===== src/rtl/rom_arb_pkg.sv =====
// Shared constants, response payload type and round-robin helper for the ROM arbiter.
package rom_arb_pkg;

    localparam int unsigned NUM_REQ_DEFAULT    = 4;
    localparam int unsigned ADDR_WIDTH_DEFAULT = 8;
    localparam int unsigned DATA_WIDTH_DEFAULT = 8;
    localparam int unsigned ROM_DEPTH_DEFAULT  = 32;
    localparam int unsigned ID_WIDTH_DEFAULT   = $clog2(NUM_REQ_DEFAULT);
    localparam int unsigned RR_MAX_REQ         = 8;

    typedef struct packed {
        logic [ID_WIDTH_DEFAULT-1:0]   id;
        logic [DATA_WIDTH_DEFAULT-1:0] data;
        logic                          oor;
    } rsp_t;

    // First set bit of req searching last+1, last+2, ... modulo n; returns last if none set.
    function automatic logic [2:0] rr_next(input logic [7:0] req,
                                           input logic [2:0] last,
                                           input int unsigned n);
        logic [2:0] idx;
        logic [2:0] pick;
        pick = last;
        for (int unsigned k = RR_MAX_REQ; k >= 1; k--) begin
            idx = 3'((32'(last) + k) % n);
            if (k <= n && req[idx]) pick = idx;
        end
        return pick;
    endfunction

endpackage


===== src/rtl/rr_arbiter.sv =====
// Round-robin arbiter: combinational one-hot grant, pointer advances on a completed transfer.
module rr_arbiter #(
    parameter int unsigned NUM_REQ  = 4,
    parameter int unsigned ID_WIDTH = $clog2(NUM_REQ)
) (
    input  logic                clk,
    input  logic                resetn,
    input  logic [NUM_REQ-1:0]  req,
    input  logic                advance,
    output logic [NUM_REQ-1:0]  gnt,
    output logic [ID_WIDTH-1:0] gnt_id
);
    import rom_arb_pkg::*;

    logic [ID_WIDTH-1:0] last_gnt;

    always_comb begin
        gnt    = '0;
        gnt_id = ID_WIDTH'(rr_next(8'(req), 3'(last_gnt), NUM_REQ));
        if (|req) gnt[gnt_id] = 1'b1;
    end

    // Reset pointer to the last requester so requester 0 wins first.
    always_ff @(posedge clk or negedge resetn) begin
        if (!resetn) begin
            last_gnt <= ID_WIDTH'(NUM_REQ - 1);
        end else if (advance) begin
            last_gnt <= gnt_id;
        end
    end

endmodule


===== src/rtl/rom_arbiter.sv =====
// Round-robin sharing of one combinational lookup ROM with a registered, ID-tagged response.
// Optional macro ROM_ARB_PIPE_EN inserts a registered ROM address stage (2-cycle latency).
module rom_arbiter #(
    parameter int unsigned NUM_REQ    = 4,
    parameter int unsigned ADDR_WIDTH = 8,
    parameter int unsigned DATA_WIDTH = 8,
    parameter int unsigned ROM_DEPTH  = 32,
    parameter int unsigned ID_WIDTH   = $clog2(NUM_REQ)
) (
    input  logic                          clk,
    input  logic                          resetn,
    input  logic [NUM_REQ-1:0]            req_valid,
    input  logic [NUM_REQ*ADDR_WIDTH-1:0] req_addr,
    output logic [NUM_REQ-1:0]            req_ready,
    output logic                          rsp_valid,
    input  logic                          rsp_ready,
    output logic [ID_WIDTH-1:0]           rsp_id,
    output logic [DATA_WIDTH-1:0]         rsp_data,
    output logic                          rsp_oor,
    output logic [ADDR_WIDTH-1:0]         rom_addr,
    output logic                          rom_ce,
    output logic                          rom_ren,
    input  logic [DATA_WIDTH-1:0]         rom_data
);
    import rom_arb_pkg::*;

    localparam logic [0:0] S_EMPTY = 1'b0;
    localparam logic [0:0] S_FULL  = 1'b1;
    localparam logic [ADDR_WIDTH:0] DEPTH_LIM = (ADDR_WIDTH+1)'(ROM_DEPTH);

    logic [NUM_REQ-1:0]    gnt;
    logic [ID_WIDTH-1:0]   gnt_id;
    logic                  accept;
    logic                  xfer;
    logic [ADDR_WIDTH-1:0] sel_addr;
    logic                  sel_oor;
    logic                  rsp_load;
    logic [ID_WIDTH-1:0]   load_id;
    logic                  load_oor;
    logic [DATA_WIDTH-1:0] load_data;
    logic [0:0]            state_q;
    logic [0:0]            state_d;

    rr_arbiter #(
        .NUM_REQ  (NUM_REQ),
        .ID_WIDTH (ID_WIDTH)
    ) u_rr (
        .clk     (clk),
        .resetn  (resetn),
        .req     (req_valid),
        .advance (xfer),
        .gnt     (gnt),
        .gnt_id  (gnt_id)
    );

    always_comb begin
        sel_addr = '0;
        for (int unsigned i = 0; i < NUM_REQ; i++) begin
            if (gnt[i]) sel_addr = req_addr[i*ADDR_WIDTH +: ADDR_WIDTH];
        end
    end

    assign sel_oor   = ({1'b0, sel_addr} >= DEPTH_LIM);
    assign xfer      = accept & (|req_valid);
    assign req_ready = gnt & {NUM_REQ{accept}};
    assign rsp_valid = (state_q == S_FULL);

`ifdef ROM_ARB_PIPE_EN
    logic                  a_valid_q;
    logic [ADDR_WIDTH-1:0] a_addr_q;
    logic [ID_WIDTH-1:0]   a_id_q;
    logic                  a_oor_q;
    logic                  slot_free;
    logic                  a_adv;

    // Address stage advances whenever the response slot is free or draining.
    assign slot_free = !rsp_valid | rsp_ready;
    assign a_adv     = a_valid_q & slot_free;
    assign accept    = !a_valid_q | slot_free;

    always_ff @(posedge clk or negedge resetn) begin
        if (!resetn) begin
            a_valid_q <= 1'b0;
            a_addr_q  <= '0;
            a_id_q    <= '0;
            a_oor_q   <= 1'b0;
        end else begin
            if (xfer) begin
                a_valid_q <= 1'b1;
                a_addr_q  <= sel_addr;
                a_id_q    <= gnt_id;
                a_oor_q   <= sel_oor;
            end else if (a_adv) begin
                a_valid_q <= 1'b0;
            end
        end
    end

    assign rom_addr = a_addr_q;
    assign rom_ce   = a_valid_q;
    assign rom_ren  = a_valid_q;
    assign rsp_load = a_adv;
    assign load_id  = a_id_q;
    assign load_oor = a_oor_q;
`else
    logic [ADDR_WIDTH-1:0] rom_addr_q;

    assign accept = !rsp_valid | rsp_ready;

    // Address pins hold their last driven value between lookups.
    always_ff @(posedge clk or negedge resetn) begin
        if (!resetn) begin
            rom_addr_q <= '0;
        end else if (xfer) begin
            rom_addr_q <= sel_addr;
        end
    end

    assign rom_addr = xfer ? sel_addr : rom_addr_q;
    assign rom_ce   = xfer;
    assign rom_ren  = xfer;
    assign rsp_load = xfer;
    assign load_id  = gnt_id;
    assign load_oor = sel_oor;
`endif

    // Out-of-range lookups never forward the ROM's undefined word.
    assign load_data = load_oor ? '0 : rom_data;

    always_ff @(posedge clk or negedge resetn) begin
        if (!resetn) begin
            state_q <= S_EMPTY;
        end else begin
            state_q <= state_d;
        end
    end

    always_comb begin
        state_d = state_q;
        case (state_q)
            S_EMPTY: if (rsp_load) state_d = S_FULL;
            S_FULL:  if (rsp_ready && !rsp_load) state_d = S_EMPTY;
            default: state_d = S_EMPTY;
        endcase
    end

    always_ff @(posedge clk or negedge resetn) begin
        if (!resetn) begin
            rsp_id   <= '0;
            rsp_data <= '0;
            rsp_oor  <= 1'b0;
        end else if (rsp_load) begin
            rsp_id   <= load_id;
            rsp_data <= load_data;
            rsp_oor  <= load_oor;
        end
    end

endmodule


===== config.mk =====
export PLATFORM = sky130hd
export DESIGN_NAME = rom_arbiter
export DESIGN_NICKNAME = d
export VERILOG_FILES = /design/src/rtl/rom_arb_pkg.sv /design/src/rtl/rr_arbiter.sv /design/src/rtl/rom_arbiter.sv
export SDC_FILE = /design/constraint.sdc
export NUM_CORES = 1
export LEC_CHECK = 0
export CAP_MARGIN = 20
export CORE_MARGIN = 5
export CORE_UTILIZATION = 42
export CTS_BUF_LIST = sky130_fd_sc_hd__clkbuf_2
export DETAILED_ROUTE_END_ITERATION = 10
export PLACE_DENSITY = 0.87
export SYNTH_ARGS = -nofsm -noshare
export SYNTH_HDL_FRONTEND = slang
export SYNTH_SLANG_ARGS = --single-unit

===== constraint.sdc =====
create_clock -name clk -period 3.1 [get_ports clk]
set_input_delay 0.465 -clock clk [delete_from_list [all_inputs] [get_ports clk]]
set_output_delay 0.465 -clock clk [all_outputs]
set_load 0.01 [all_outputs]

==> results.cfg <==
[run_status]
outcome = finished clean

[global_route]
grt.overflow.total = 0
gr-usage-all-layers_pct = 19.22
grt_max_degree = 23
antenna_found_initial = 0
grt_pass1_wl_mm = 6.534
grt_pass1_vias = 1445

[worst_setup_path]
critPathKind = in2out
critPathLaunchType = primary input
end_kind = output pin
crit_path_top_delay_cell = clkdlybuf4s50_1
critPathMaxStageDelay_ns = 0.54
cp.arrival_ns = 2.54
critPathMaxFanout = 5
worstPathRequired_ns = 2.63
crit_chain = clkdlybuf4s50_1, buf_4, o21ai_1, a32o_2, buf_4, a22oi_1, nor2_1, a221oi_1, o21ai_1, dlygate4sd2_1

[yosys]
ys.flop_type = dfrtp_1
synth_edf_count = 0
syn_inst = 133
synth_cell_types = 39
synthTopCellsByArea = dfrtp_1 (39%), a22o_1 (6.8%), nand2_1 (5.0%)
syn_avg_cell_area_um2 = 9.680
syn_nets = 180
yosys.area.top_type = dfrtp_1
async_flop_share_pct = 100.0
synth_top_area_share_pct = 38.87
yosysMostFrequentCell = dfrtp_1
ys_seq_area_share_pct = 42.95
yosys-top-cells-count = dfrtp_1 (20), nand2_1 (17), nor2_1 (14), a22o_1 (10), a22oi_1 (7)
synth-seq-cells = 22
syn_area_um2 = 1287
yosysWarnings = 0

[detailed_routing]
drc = 0
routed_wl_mm = 4.528
dr_total_vias = 1517
wire_per_inst_um = 17.15
via_per_inst = 5.746
detail_route.first_pass.iterations = 4
antenna_left = 0
drt_iter0_markers = 38

[sta]
min_period_ns = 3.001
setup-tns-final_ns = 0
finalCritPeriodShare_pct = 96.82
clock_skew_ns = 0.007174
hold_viol_final = 0
setup_viol_count_final = 0
drv_slew = 0
fmax_mhz = 333.2
worst_pin_slew_ns = 0.4128
slew_headroom_pct = 72.25

[clocking]
clk_pin_slew_worst_paths_ns = 0.19
cts_tree = yes
clock_path_buffers = 2
cts_buffers = 3
clock-sinks = 22
cts_max_level = 1
clk_latency_ns = 0.31
cts-root-buf = clkbuf_2

[power_and_ir_drop]
power.density_nw_per_um2 = 535.5
p_seq_share_pct = 31.2
p_switching_mw = 0.4258
peakVddDrop_uv = 288.9
power.internal_mw = 0.8633
leakage_nw = 1.071
p_comb_share_pct = 53.8
switching_share_pct = 33.03
p_clk_share_pct = 15.1

[placement]
numPlacedInstances = 242
postPlaceCellArea_um2 = 2103
place_hpwl_mm = 3.140
io_buffers = 72
gp_congestion = 0.8147

[cells_and_area]
diodes = 0
drive_above_1_share_pct = 23.81
finalNonFillerCells = 264
final_util_pct = 80.17
areaGrowthSynthToFinish_pct = 86.98
final_cell_area_um2 = 2407
nets = 279

[die]
die_h_um = 65.37
dieArea_um2 = 4273
io_pins = 73
coreArea_um2 = 3003
initial_utilization_pct = 42.88
rows = 20
die_x_um = 65.37

[job]
cap_violations = 0

[worst_hold_path]
hold_class = in2async
-- logic make-up after synthesis --
kind of cell | count (synthesis) | share of synthesized area, %
compound gates | 52 | 33.43
buf+inv | 14 | 6.121
xor+xnor | 1 | 1.264
flops | 22 | 42.95
mux | 2 | 1.555
simple gates | 42 | 14.68
-- worst paths after layout --
path                                         startpoint                            to  slack [ns]  cells after the start
min in group clk                rom_addr_q[1]$_DFF_PN0_       rom_addr_q[1]$_DFF_PN0_        0.51                      2
min                                              resetn         rsp_id[1]$_DFFE_PN0P_        0.36                      1
max in group asynchronous                        resetn  u_rr.last_gnt[0]$_DFFE_PN1P_        2.29                      2
max reg2reg                u_rr.last_gnt[1]$_DFFE_PN1P_       rsp_data[7]$_DFFE_PN0P_        0.65                      8
min reg2reg                     rom_addr_q[1]$_DFF_PN0_       rom_addr_q[1]$_DFF_PN0_        0.51                      2
max                                        req_valid[3]                   rom_addr[0]         0.1                     10
-- metrics by stage --
stage / setup WS [ns] / power (mW) / hold WS, ns
floorplan: 0.6574 / 0.6957 / 0.1694
global placement: -0.2131 / 0.9401 / 0.4725
detailed placement: -0.1595 / 0.9565 / 0.4806
CTS: 0.00006639 / 1.177 / 0.5222
global route: -0.07072 / 1.363 / 0.3325
finish: 0.09859 / 1.289 / 0.3600
-- sequential cells by signal (all words and copies together) (netlist names) --
register and count:
rom_addr_q 8, rsp_data 8, rsp_id 2, u_rr.last_gnt 2, rsp_oor 1, rsp_valid 1
-- cell usage in the layout, fill, tap and decap left out, types with 2 or more instances in the layout --
master	netlist	layout
a21oi_1	4	4
a221oi_1	5	3
a221oi_2	0	2
a221oi_4	2	2
a22o_1	10	10
a22oi_1	7	6
and2_1	3	2
buf_12	0	2
buf_4	2	27
buf_6	2	2
clkbuf_2	0	3
clkdlybuf4s50_1	0	62
dfrtp_1	20	20
dfstp_2	2	2
dlygate4sd2_1	0	7
dlymetal6s2s_1	0	3
inv_1	4	3
mux2i_4	0	2
nand2_1	17	17
nor2_1	14	14
nor2b_1	2	2
o21a_1	4	4
o21ai_1	1	6
-- critical path: cells and delay by family --
family | cells | cell delay, ns
compound gates | 5 | 0.84
buf+inv | 4 | 1.15
simple gates | 1 | 0.08
-- routing by layer --
layer,routed length [µm],global-route usage [%]
met5,0,0
met4,102,6.477
met3,366,4.786
met2,2271,32.36
met1,1788,23.94
-- power groups by stage --
stage                     Combinational (mW)  Clock [mW]  Sequential [mW]
after floorplan                        0.292           0            0.403
after global placement                 0.532           0            0.408
after detailed placement               0.543           0            0.414
after CTS                              0.582       0.199            0.396
after global routing                   0.741       0.213            0.409
final                                  0.693       0.195            0.402
-- area by class of cell --
class,instances,area (µm²)
fillers,187,595.6
clock buffers,3,15.01
repair buffers,104,1012
clock inverters,1,30.03
well taps,33,41.29
flip-flops and latches,22,553.0
inverters,4,17.52
multi-input cells,97,738.2
-- timing repair --
action / 4_1_cts / 5_1_grt
setup endpoints to repair: 13 / 6
gates resized for setup: 15 / 20
hold buffers: 0 / 0
pin swaps: 3 / 4
buffers inserted: 7 / 10
No activity file was read; power rests on OpenSTA's default activity.
